`src/rtl/io_port_pkg.sv`:
```
// io_port shared types: byte width and TX state encoding.
// Imported by io_port and io_port_fifo.
package io_port_pkg;

    localparam int DATA_W = 8;

    typedef enum logic {
        TX_IDLE = 1'b0,
        TX_FULL = 1'b1
    } tx_state_t;

endpackage

```
`src/rtl/io_port_fifo.sv`:
```
// io_port RX FIFO: DEPTH x DATA_W, natural-wrap pointers.
// Caller gates push with !full and pop with !empty.
module io_port_fifo
    import io_port_pkg::*;
#(
    parameter int DEPTH = 4
) (
    input  logic                      clk,
    input  logic                      rst,
    input  logic                      push,
    input  logic                      pop,
    input  logic [DATA_W-1:0]         din,
    output logic [DATA_W-1:0]         dout,
    output logic                      full,
    output logic                      empty,
    output logic [$clog2(DEPTH):0]    count
);

    localparam int AW = $clog2(DEPTH);
    localparam logic [AW:0]   CNT_ONE  = (AW+1)'(1);
    localparam logic [AW:0]   CNT_FULL = (AW+1)'(DEPTH);
    localparam logic [AW-1:0] PTR_ONE  = AW'(1);

    logic [DATA_W-1:0] mem [DEPTH];
    logic [AW-1:0]     wptr;
    logic [AW-1:0]     rptr;
    logic [AW:0]       cnt;

    always_ff @(posedge clk) begin
        if (push)
            mem[wptr] <= din;
    end

    always_ff @(posedge clk or posedge rst) begin
        if (rst) begin
            wptr <= '0;
            rptr <= '0;
            cnt  <= '0;
        end else begin
            if (push)
                wptr <= wptr + PTR_ONE;
            if (pop)
                rptr <= rptr + PTR_ONE;
            unique case ({push, pop})
                2'b10:   cnt <= cnt + CNT_ONE;
                2'b01:   cnt <= cnt - CNT_ONE;
                default: cnt <= cnt;
            endcase
        end
    end

    assign dout  = mem[rptr];
    assign full  = (cnt == CNT_FULL);
    assign empty = (cnt == '0);
    assign count = cnt;

endmodule

```
`src/rtl/io_port.sv`:
```
// io_port: byte I/O bridge, RX FIFO in, single-entry TX out.
// Optional IO_PORT_LOOPBACK_EN adds a loopback input routing TX into RX.
module io_port
    import io_port_pkg::*;
#(
    parameter int DEPTH = 4
) (
    input  logic              clk,
    input  logic              rst,
`ifdef IO_PORT_LOOPBACK_EN
    input  logic              loopback,
`endif
    output logic [DATA_W-1:0] cpu_in,
    output logic              cpu_in_valid,
    input  logic              cpu_rd,
    input  logic [DATA_W-1:0] cpu_out,
    input  logic              cpu_wr,
    output logic              cpu_out_busy,
    output logic              tx_overrun,
    input  logic [DATA_W-1:0] dev_rx_data,
    input  logic              dev_rx_valid,
    output logic              dev_rx_ready,
    output logic [DATA_W-1:0] dev_tx_data,
    output logic              dev_tx_valid,
    input  logic              dev_tx_ready
);

    localparam int AW = $clog2(DEPTH);
    localparam logic [AW:0] CNT_FULL = (AW+1)'(DEPTH);

    tx_state_t         state_q;
    tx_state_t         state_d;
    logic [DATA_W-1:0] tx_reg;
    logic              overrun_q;
    logic              tx_ready;
    logic              tx_fire;
    logic              busy;

    logic              fifo_push;
    logic              fifo_pop;
    logic [DATA_W-1:0] fifo_din;
    logic [DATA_W-1:0] fifo_dout;
    logic              fifo_full;
    logic              fifo_empty;
    logic [AW:0]       fifo_cnt;
    logic              rx_space;

    assign rx_space = !rst && (fifo_cnt != CNT_FULL);

    // Sink selection: device port, or the RX FIFO when looped back.
    always_comb begin
        tx_ready     = dev_tx_ready;
        fifo_din     = dev_rx_data;
        dev_rx_ready = rx_space;
`ifdef IO_PORT_LOOPBACK_EN
        if (loopback) begin
            tx_ready     = !fifo_full;
            fifo_din     = tx_reg;
            dev_rx_ready = 1'b0;
        end
`endif
    end

    always_comb begin
        fifo_push = dev_rx_valid && dev_rx_ready && !fifo_full;
`ifdef IO_PORT_LOOPBACK_EN
        if (loopback)
            fifo_push = tx_fire && !fifo_full;
`endif
    end

    assign fifo_pop = cpu_rd && !fifo_empty;

    io_port_fifo #(
        .DEPTH (DEPTH)
    ) u_fifo (
        .clk   (clk),
        .rst   (rst),
        .push  (fifo_push),
        .pop   (fifo_pop),
        .din   (fifo_din),
        .dout  (fifo_dout),
        .full  (fifo_full),
        .empty (fifo_empty),
        .count (fifo_cnt)
    );

    assign cpu_in       = fifo_empty ? '0 : fifo_dout;
    assign cpu_in_valid = !fifo_empty;

    always_ff @(posedge clk or posedge rst) begin
        if (rst)
            state_q <= TX_IDLE;
        else
            state_q <= state_d;
    end

    always_comb begin
        state_d = state_q;
        unique case (state_q)
            TX_IDLE: if (cpu_wr)   state_d = TX_FULL;
            TX_FULL: if (tx_ready) state_d = TX_IDLE;
            default: state_d = TX_IDLE;
        endcase
    end

    always_comb begin
        busy         = (state_q == TX_FULL);
        tx_fire      = busy && tx_ready;
        cpu_out_busy = busy;
        dev_tx_valid = busy;
`ifdef IO_PORT_LOOPBACK_EN
        if (loopback)
            dev_tx_valid = 1'b0;
`endif
    end

    // Any write while FULL, handshake edge included, is dropped.
    always_ff @(posedge clk or posedge rst) begin
        if (rst) begin
            tx_reg    <= '0;
            overrun_q <= 1'b0;
        end else begin
            if (!busy && cpu_wr)
                tx_reg <= cpu_out;
            if (busy && cpu_wr)
                overrun_q <= 1'b1;
        end
    end

    assign dev_tx_data = tx_reg;
    assign tx_overrun  = overrun_q;

endmodule

```
`config.mk`:
```
export PLATFORM = sky130hd
export DESIGN_NAME = io_port
export DESIGN_NICKNAME = d
export VERILOG_FILES = /design/src/rtl/io_port_pkg.sv /design/src/rtl/io_port_fifo.sv /design/src/rtl/io_port.sv
export SDC_FILE = /design/constraint.sdc
export NUM_CORES = 1
export LEC_CHECK = 0
export ABC_AREA = 1
export BUFFER_PORTS_ARGS = -buffer_cell sky130_fd_sc_hd__buf_2
export CORE_UTILIZATION = 50
export DETAILED_ROUTE_END_ITERATION = 8
export GPL_TIMING_DRIVEN = 0
export PLACE_DENSITY = 0.73
export SETUP_SLACK_MARGIN = 0.1
export SLEW_MARGIN = 5
export SYNTH_ARGS = -nofsm -noshare
export SYNTH_HDL_FRONTEND = slang
export SYNTH_SLANG_ARGS = --single-unit
```
`constraint.sdc`:
```
create_clock -name clk -period 2 [get_ports clk]
set_clock_uncertainty 0.05 [all_clocks]
set_input_delay 0.5 -clock clk [delete_from_list [all_inputs] [get_ports clk]]
set_output_delay 0.5 -clock clk [all_outputs]
set_load 0.05 [all_outputs]
```
; ---- Word level (Yosys, flattened, before mapping)
; Memories as Yosys holds them, arrays and structs flattened.
; Index checks and enable logic that the tools add are counted.
[totals]
inputBits = 22
out_inout_bits = 21
mem_bits_rw = 32
memories = 1
regBits = 17
word_cells = 35
[classes]
n_reduce_logical = 12
eq_ne = 4
addsub = 4
mux = 7
bitwise = 1
[mem_list]
columns = name, depth, word_bits, read_ports, rd_ports_with_merged_regs, wr, line_no
row1 = u_fifo.mem, 4, 8, 1, 0, 1, io_port_fifo.sv:24  ; logic [DATA_W-1:0] mem [DEPTH];
[op_table]
columns = cell, n
row1 = two-way mux 8 bit, 1
row2 = logical AND 1 bit, 6
row3 = case mux 3 bit (2 select lines), 1
row4 = "adder 2 x 1 -> 2 bit, second input constant", 2
row5 = zero test 1 bit, 4
row6 = two-way mux 1 bit, 4
row7 = "adder 3 x 1 -> 3 bit, second input constant", 1
row8 = "== test 3 bit, second input constant", 1
row9 = zero test 3 bit, 1
row10 = "!= test 3 bit, second input constant", 1
row11 = "subtractor 3 x 1 -> 3 bit, second input constant", 1
row12 = "== test 2 x 1 -> 1 bit, second input constant", 1
row13 = "== test 2 bit, second input constant", 1
row14 = case mux 1 bit (2 select lines), 1
row15 = nonzero test 2 bit, 1
row16 = NOT 1 bit, 1

; ---- Logic depth before layout (Yosys ltp)
[logic_depth]
depth_word = 6
depth_mapped = 12
depth_no_buf = 12

; ---- Cells and area by module
; Synthesis repeated with hierarchy kept, for this count alone.
[hier_totals]
cells_unflattened = 211
area_unflattened_um2 = 2224.6
[by_module_without_submodules]
columns = module, area_each_um2, seq_area_each_um2, instances, cells_each
row1 = io_port_fifo, 1710.4, 1136.1, 1, 143
row2 = io_port, 514.2, 250.2, 1, 68

; ---- Worst setup path after synthesis
; OpenSTA, ideal clock, no wires.
[synth_timing]
path_type = reg-to-output
start = register u_fifo.cnt[1] (netlist: u_fifo.count[1])
end = output port cpu_in[0]
stages_incl_launch_ff = 5
required_ns = 1.450
path_buffers = 0
arrival_time_ns = 1.921
setup_slack_ns = -0.471
cell_sequence = dfrtp_1 -> inv_1 -> nand3_1 -> inv_1 -> a21oi_1
[synth_via]
elab_chain_len = 2
[synth_lines]
columns = item, line_no
row1 = "start, declared", io_port_fifo.sv:27  ; logic [AW:0] cnt;
row2 = "start signal, assigned", io_port_fifo.sv:45  ; 2'b10: cnt <= cnt + CNT_ONE;
row3 = "start signal, assigned", io_port_fifo.sv:46  ; 2'b01: cnt <= cnt - CNT_ONE;
row4 = "start signal, assigned", io_port_fifo.sv:47  ; default: cnt <= cnt;
row5 = zero test 3 bit, io_port_fifo.sv:54  ; assign empty = (cnt == '0);
row6 = two-way mux 8 bit, io_port.sv:88  ; assign cpu_in = fifo_empty ? '0 : fifo_dout;
row7 = "end, declared", io_port.sv:13  ; output logic [DATA_W-1:0] cpu_in,
; Every way passes these cells.

; ---- Final worst setup path
[layout_timing]
start = register u_fifo.rptr[0]
end = output port cpu_in[2]
[layout_via]
elab_chain_len = 2
[layout_lines]
columns = item, line_no
row1 = "start, declared", io_port_fifo.sv:26  ; logic [AW-1:0] rptr;
row2 = "start signal, assigned", io_port_fifo.sv:43  ; rptr <= rptr + PTR_ONE;
row3 = memory read (4 x 8 bit), -
row4 = two-way mux 8 bit, io_port.sv:88
; Every way passes these cells.

==> flow_metrics.env <==
export IMPL_status="finished with violations"
export IMPL_violations="setup timing"
export IMPL_crit_arrival_ns=1.48
export IMPL_die_y_um=68.7
export IMPL_hpwl_mm=3.00
export IMPL_final_cells=336
export IMPL_globalRouteTotalUtil_pct=22.9
export IMPL_root_buffer="clkbuf_8"
export IMPL_relSlewSlack_pct=64.5
export IMPL_p_int_mw=2.60
export IMPL_nets=313
export IMPL_hold_path_class="input pin to async pin"
export IMPL_wl_mm=4.83
export IMPL_numCtsBuffers=5
export IMPL_critPathKind="flop to primary output"
export IMPL_ys_types=24
export IMPL_first_global_vias=1621
export IMPL_required_ns=1.45
export IMPL_drtIter0Drc=88
export IMPL_max_freq_ghz=0.493
export IMPL_drv_cap=0
export IMPL_synth_nets=252
export IMPL_path_cells="buf_6 > inv_8 > buf_8 > nand2_2 > nand3_2 > a21oi_4 > buf_6"
export IMPL_synth_warnings=0
export IMPL_holdBufCountCts=0
export IMPL_clk_insertion_delay_late_ns=0.30
export IMPL_area_growth_pct=37.7
export IMPL_switchingPower_mw=2.21
export IMPL_synthCells=224
export IMPL_path_common_cell="buf_6"
export IMPL_cts_tree="yes"
export IMPL_combinationalPowerShare_pct=60.3
export IMPL_synth_seq_cells=49
export IMPL_avgRoutedWirePerCell_um=14.4
export IMPL_drive_above_1_share_pct=44.4
export IMPL_path_delay_family="buffers and inverters"
export IMPL_vias_per_cell=5.03
export IMPL_cts_sinks=49
export IMPL_path_buf_inv=4
export IMPL_drv_slew=0
export IMPL_seq_area_frac_synth_pct=62.3
export IMPL_critPathCaptureType="primary output"
export IMPL_fp_dieW_um=68.7
export IMPL_htreeDepth=2
export IMPL_port_buffers=41
export IMPL_antenna_cells=0
export IMPL_p_clk_share_pct=11.6
export IMPL_die_area_um2=4720
export IMPL_start_util_pct=53.7
export IMPL_core_um2=4140
export IMPL_clkTransAtPathRegs_ns=0.09
export IMPL_max_stage_delay_ns=0.35
export IMPL_gp_congestion=0.735
export IMPL_grt_ovfl_total=0
export IMPL_layout_setup_ws_ns=-0.0271
export IMPL_crit_slowest_cell="dfrtp_1"
export IMPL_rsz0062_at_grt="yes"
export IMPL_layout_min_cycle_time_ns=2.03
export IMPL_grt_pass1_wl_mm=7.49
export IMPL_ios=43
export IMPL_vias=1691
export IMPL_power_density_nw_per_um2=1570
export IMPL_grt_max_degree=15
export IMPL_drc_errors=0
export IMPL_fin_setup_tns_ns=-0.119
export IMPL_syn_mean_instance_area_um2=9.94
export IMPL_pre_cts_slack_ns=-0.302
export IMPL_place_inst=315
export IMPL_antenna_found_initial=0
export IMPL_timing_final_hold_violations=0
export IMPL_total_power_mw=4.81
export IMPL_clock_path_buffers=2
export IMPL_swShare_pct=45.9
export IMPL_syn_cell_area_um2=2230
export IMPL_seq_power_share_pct=28.1
export IMPL_vdd_ir_drop_max_uv=889
export IMPL_ant_nets=0
export IMPL_tightestPinTransition_ns=0.531
export IMPL_setup_viol=8
export IMPL_layout_worst_path_cycle_share_pct=101
export IMPL_startpoint_type="flop"
export IMPL_whs_ns=0.116
export IMPL_p_leak_nw=1.43
export IMPL_path_max_fanout=8
export IMPL_drt_pass1_iterations=7
export IMPL_rows=23
==> layer usage <==
| metal | GRT usage [%] | up-vias | part of all wire, % |
|---|---|---|---|
| met5 | 0 | - | 0 |
| met3 | 5.43 | 6 | 2.5 |
| li1 | - | 828 | - |
| met2 | 39.1 | 26 | 53 |
| met1 | 28.5 | 831 | 43 |
| met4 | 7.65 | 0 | 1.2 |
==> power by group through the flow <==
| stage | clock, mW | sequential (mW) | combinational [mW] |
|---|---|---|---|
| finish | 0.558 | 1.35 | 2.90 |
| global route | 0.606 | 1.37 | 3.10 |
| CTS | 0.565 | 1.35 | 2.77 |
| detailed placement | 0 | 1.37 | 2.20 |
| global placement | 0 | 1.37 | 2.16 |
| floorplan | 0 | 1.48 | 1.64 |
==> logic make-up (layout without fill, tap and decap cells) <==
group           count (synthesis)  after routing  share of synthesized area (%)
simple gates                   98             98                           19.2
buf+inv                        56            118                           10.8
flops                          49             49                           62.3
compound gates                 13             13                           3.26
fa+ha+maj                       6              6                           3.71
xor+xnor                        2              2                          0.787
==> placed cells by master (no fill, tap or decap), types with 5 or more instances in the layout <==
master	instances
dfrtp_1	17
nand2_2	16
nand2_1	42
buf_2	34
nand3_1	11
inv_1	41
inv_2	5
buf_4	10
buf_6	9
nand3_2	15
a21oi_4	8
edfxtp_1	32
clkbuf_8	5
==> timing repair <==
| action | in CTS | in global routing |
|---|---|---|
| cloned | 2 | 0 |
| gates resized for setup | 48 | 20 |
| pin swaps | 11 | 7 |
| endpoints found under the setup margin | 34 | 33 |
| setup buffers | 7 | 4 |
==> sequential cells by signal, summed over array words and instances, names as in the netlist <==
name,count
u_fifo.count,3
tx_overrun,1
u_fifo.mem,32
cpu_out_busy,1
u_fifo.rptr,2
dev_tx_data,8
u_fifo.wptr,2
==> layout make-up <==
cell class              count  area [um^2]
clock inverters             2         10.0
repair buffers             53          385
inverters                  50          203
clock buffers               6         72.6
plain buffers               6         61.3
flip-flops and latches     49         1390
well taps                  50         62.6
multi-input cells         119          878
repair inverters            1         5.00
fillers                   282         1080
==> cells in the mapped netlist, drive strengths merged <==
| master | n | area, um^2 |
|---|---|---|
| nand2 | 62 | 238 |
| inv | 49 | 186 |
| edfxtp | 32 | 961 |
| nand3 | 29 | 155 |
| dfrtp | 17 | 425 |
| a21oi | 8 | 43.8 |
| buf | 5 | 42.5 |
| ha | 5 | 62.6 |
| nor2 | 4 | 15.0 |
| nand4 | 3 | 18.8 |
| o21ai | 3 | 15.0 |
| xnor2 | 2 | 17.5 |
| a21o | 1 | 7.51 |
| a31oi | 1 | 6.26 |
| clkbuf | 1 | 7.51 |
| clkinv | 1 | 3.75 |
| fa | 1 | 20.0 |
==> worst register-to-register path: stages (launching register included) <==
cell,delay [ns]
dfrtp_1,0.44
inv_2,0.08
nand3_4,0.08
nand2_1,0.11
inv_1,0.12
ha_4,0.14
inv_2,0.04
fa_2,0.34
nand2_1,0.09
nand3_1,0.07
nand2_1,0.06
nand2_1,0.04
==> path summary, 6_finish.rpt <==
path	start	end	slack (ns)	depth (start not counted)
worst max register to register	u_fifo.count[2]	u_fifo.count[2]	0.24	11
worst min register to register	tx_overrun	tx_overrun	0.42	1
min in group clk	dev_tx_ready	cpu_out_busy	0.32	2
worst min-delay path	rst	u_fifo.count[2]	0.12	2
worst max-delay path	u_fifo.rptr[0]	cpu_in[2]	-0.03	7
max in group asynchronous	rst	dev_tx_data[6]	1.47	2
==> through the flow <==
stage,util (%),cell area (um^2)
after detailed placement,63.3,2620
after CTS,71.7,2970
after global routing,73.9,3060
after global placement,63.3,2620
after floorplan,-,2350
final,73.9,3060
Note: power is estimated with default switching activity, not from simulation.
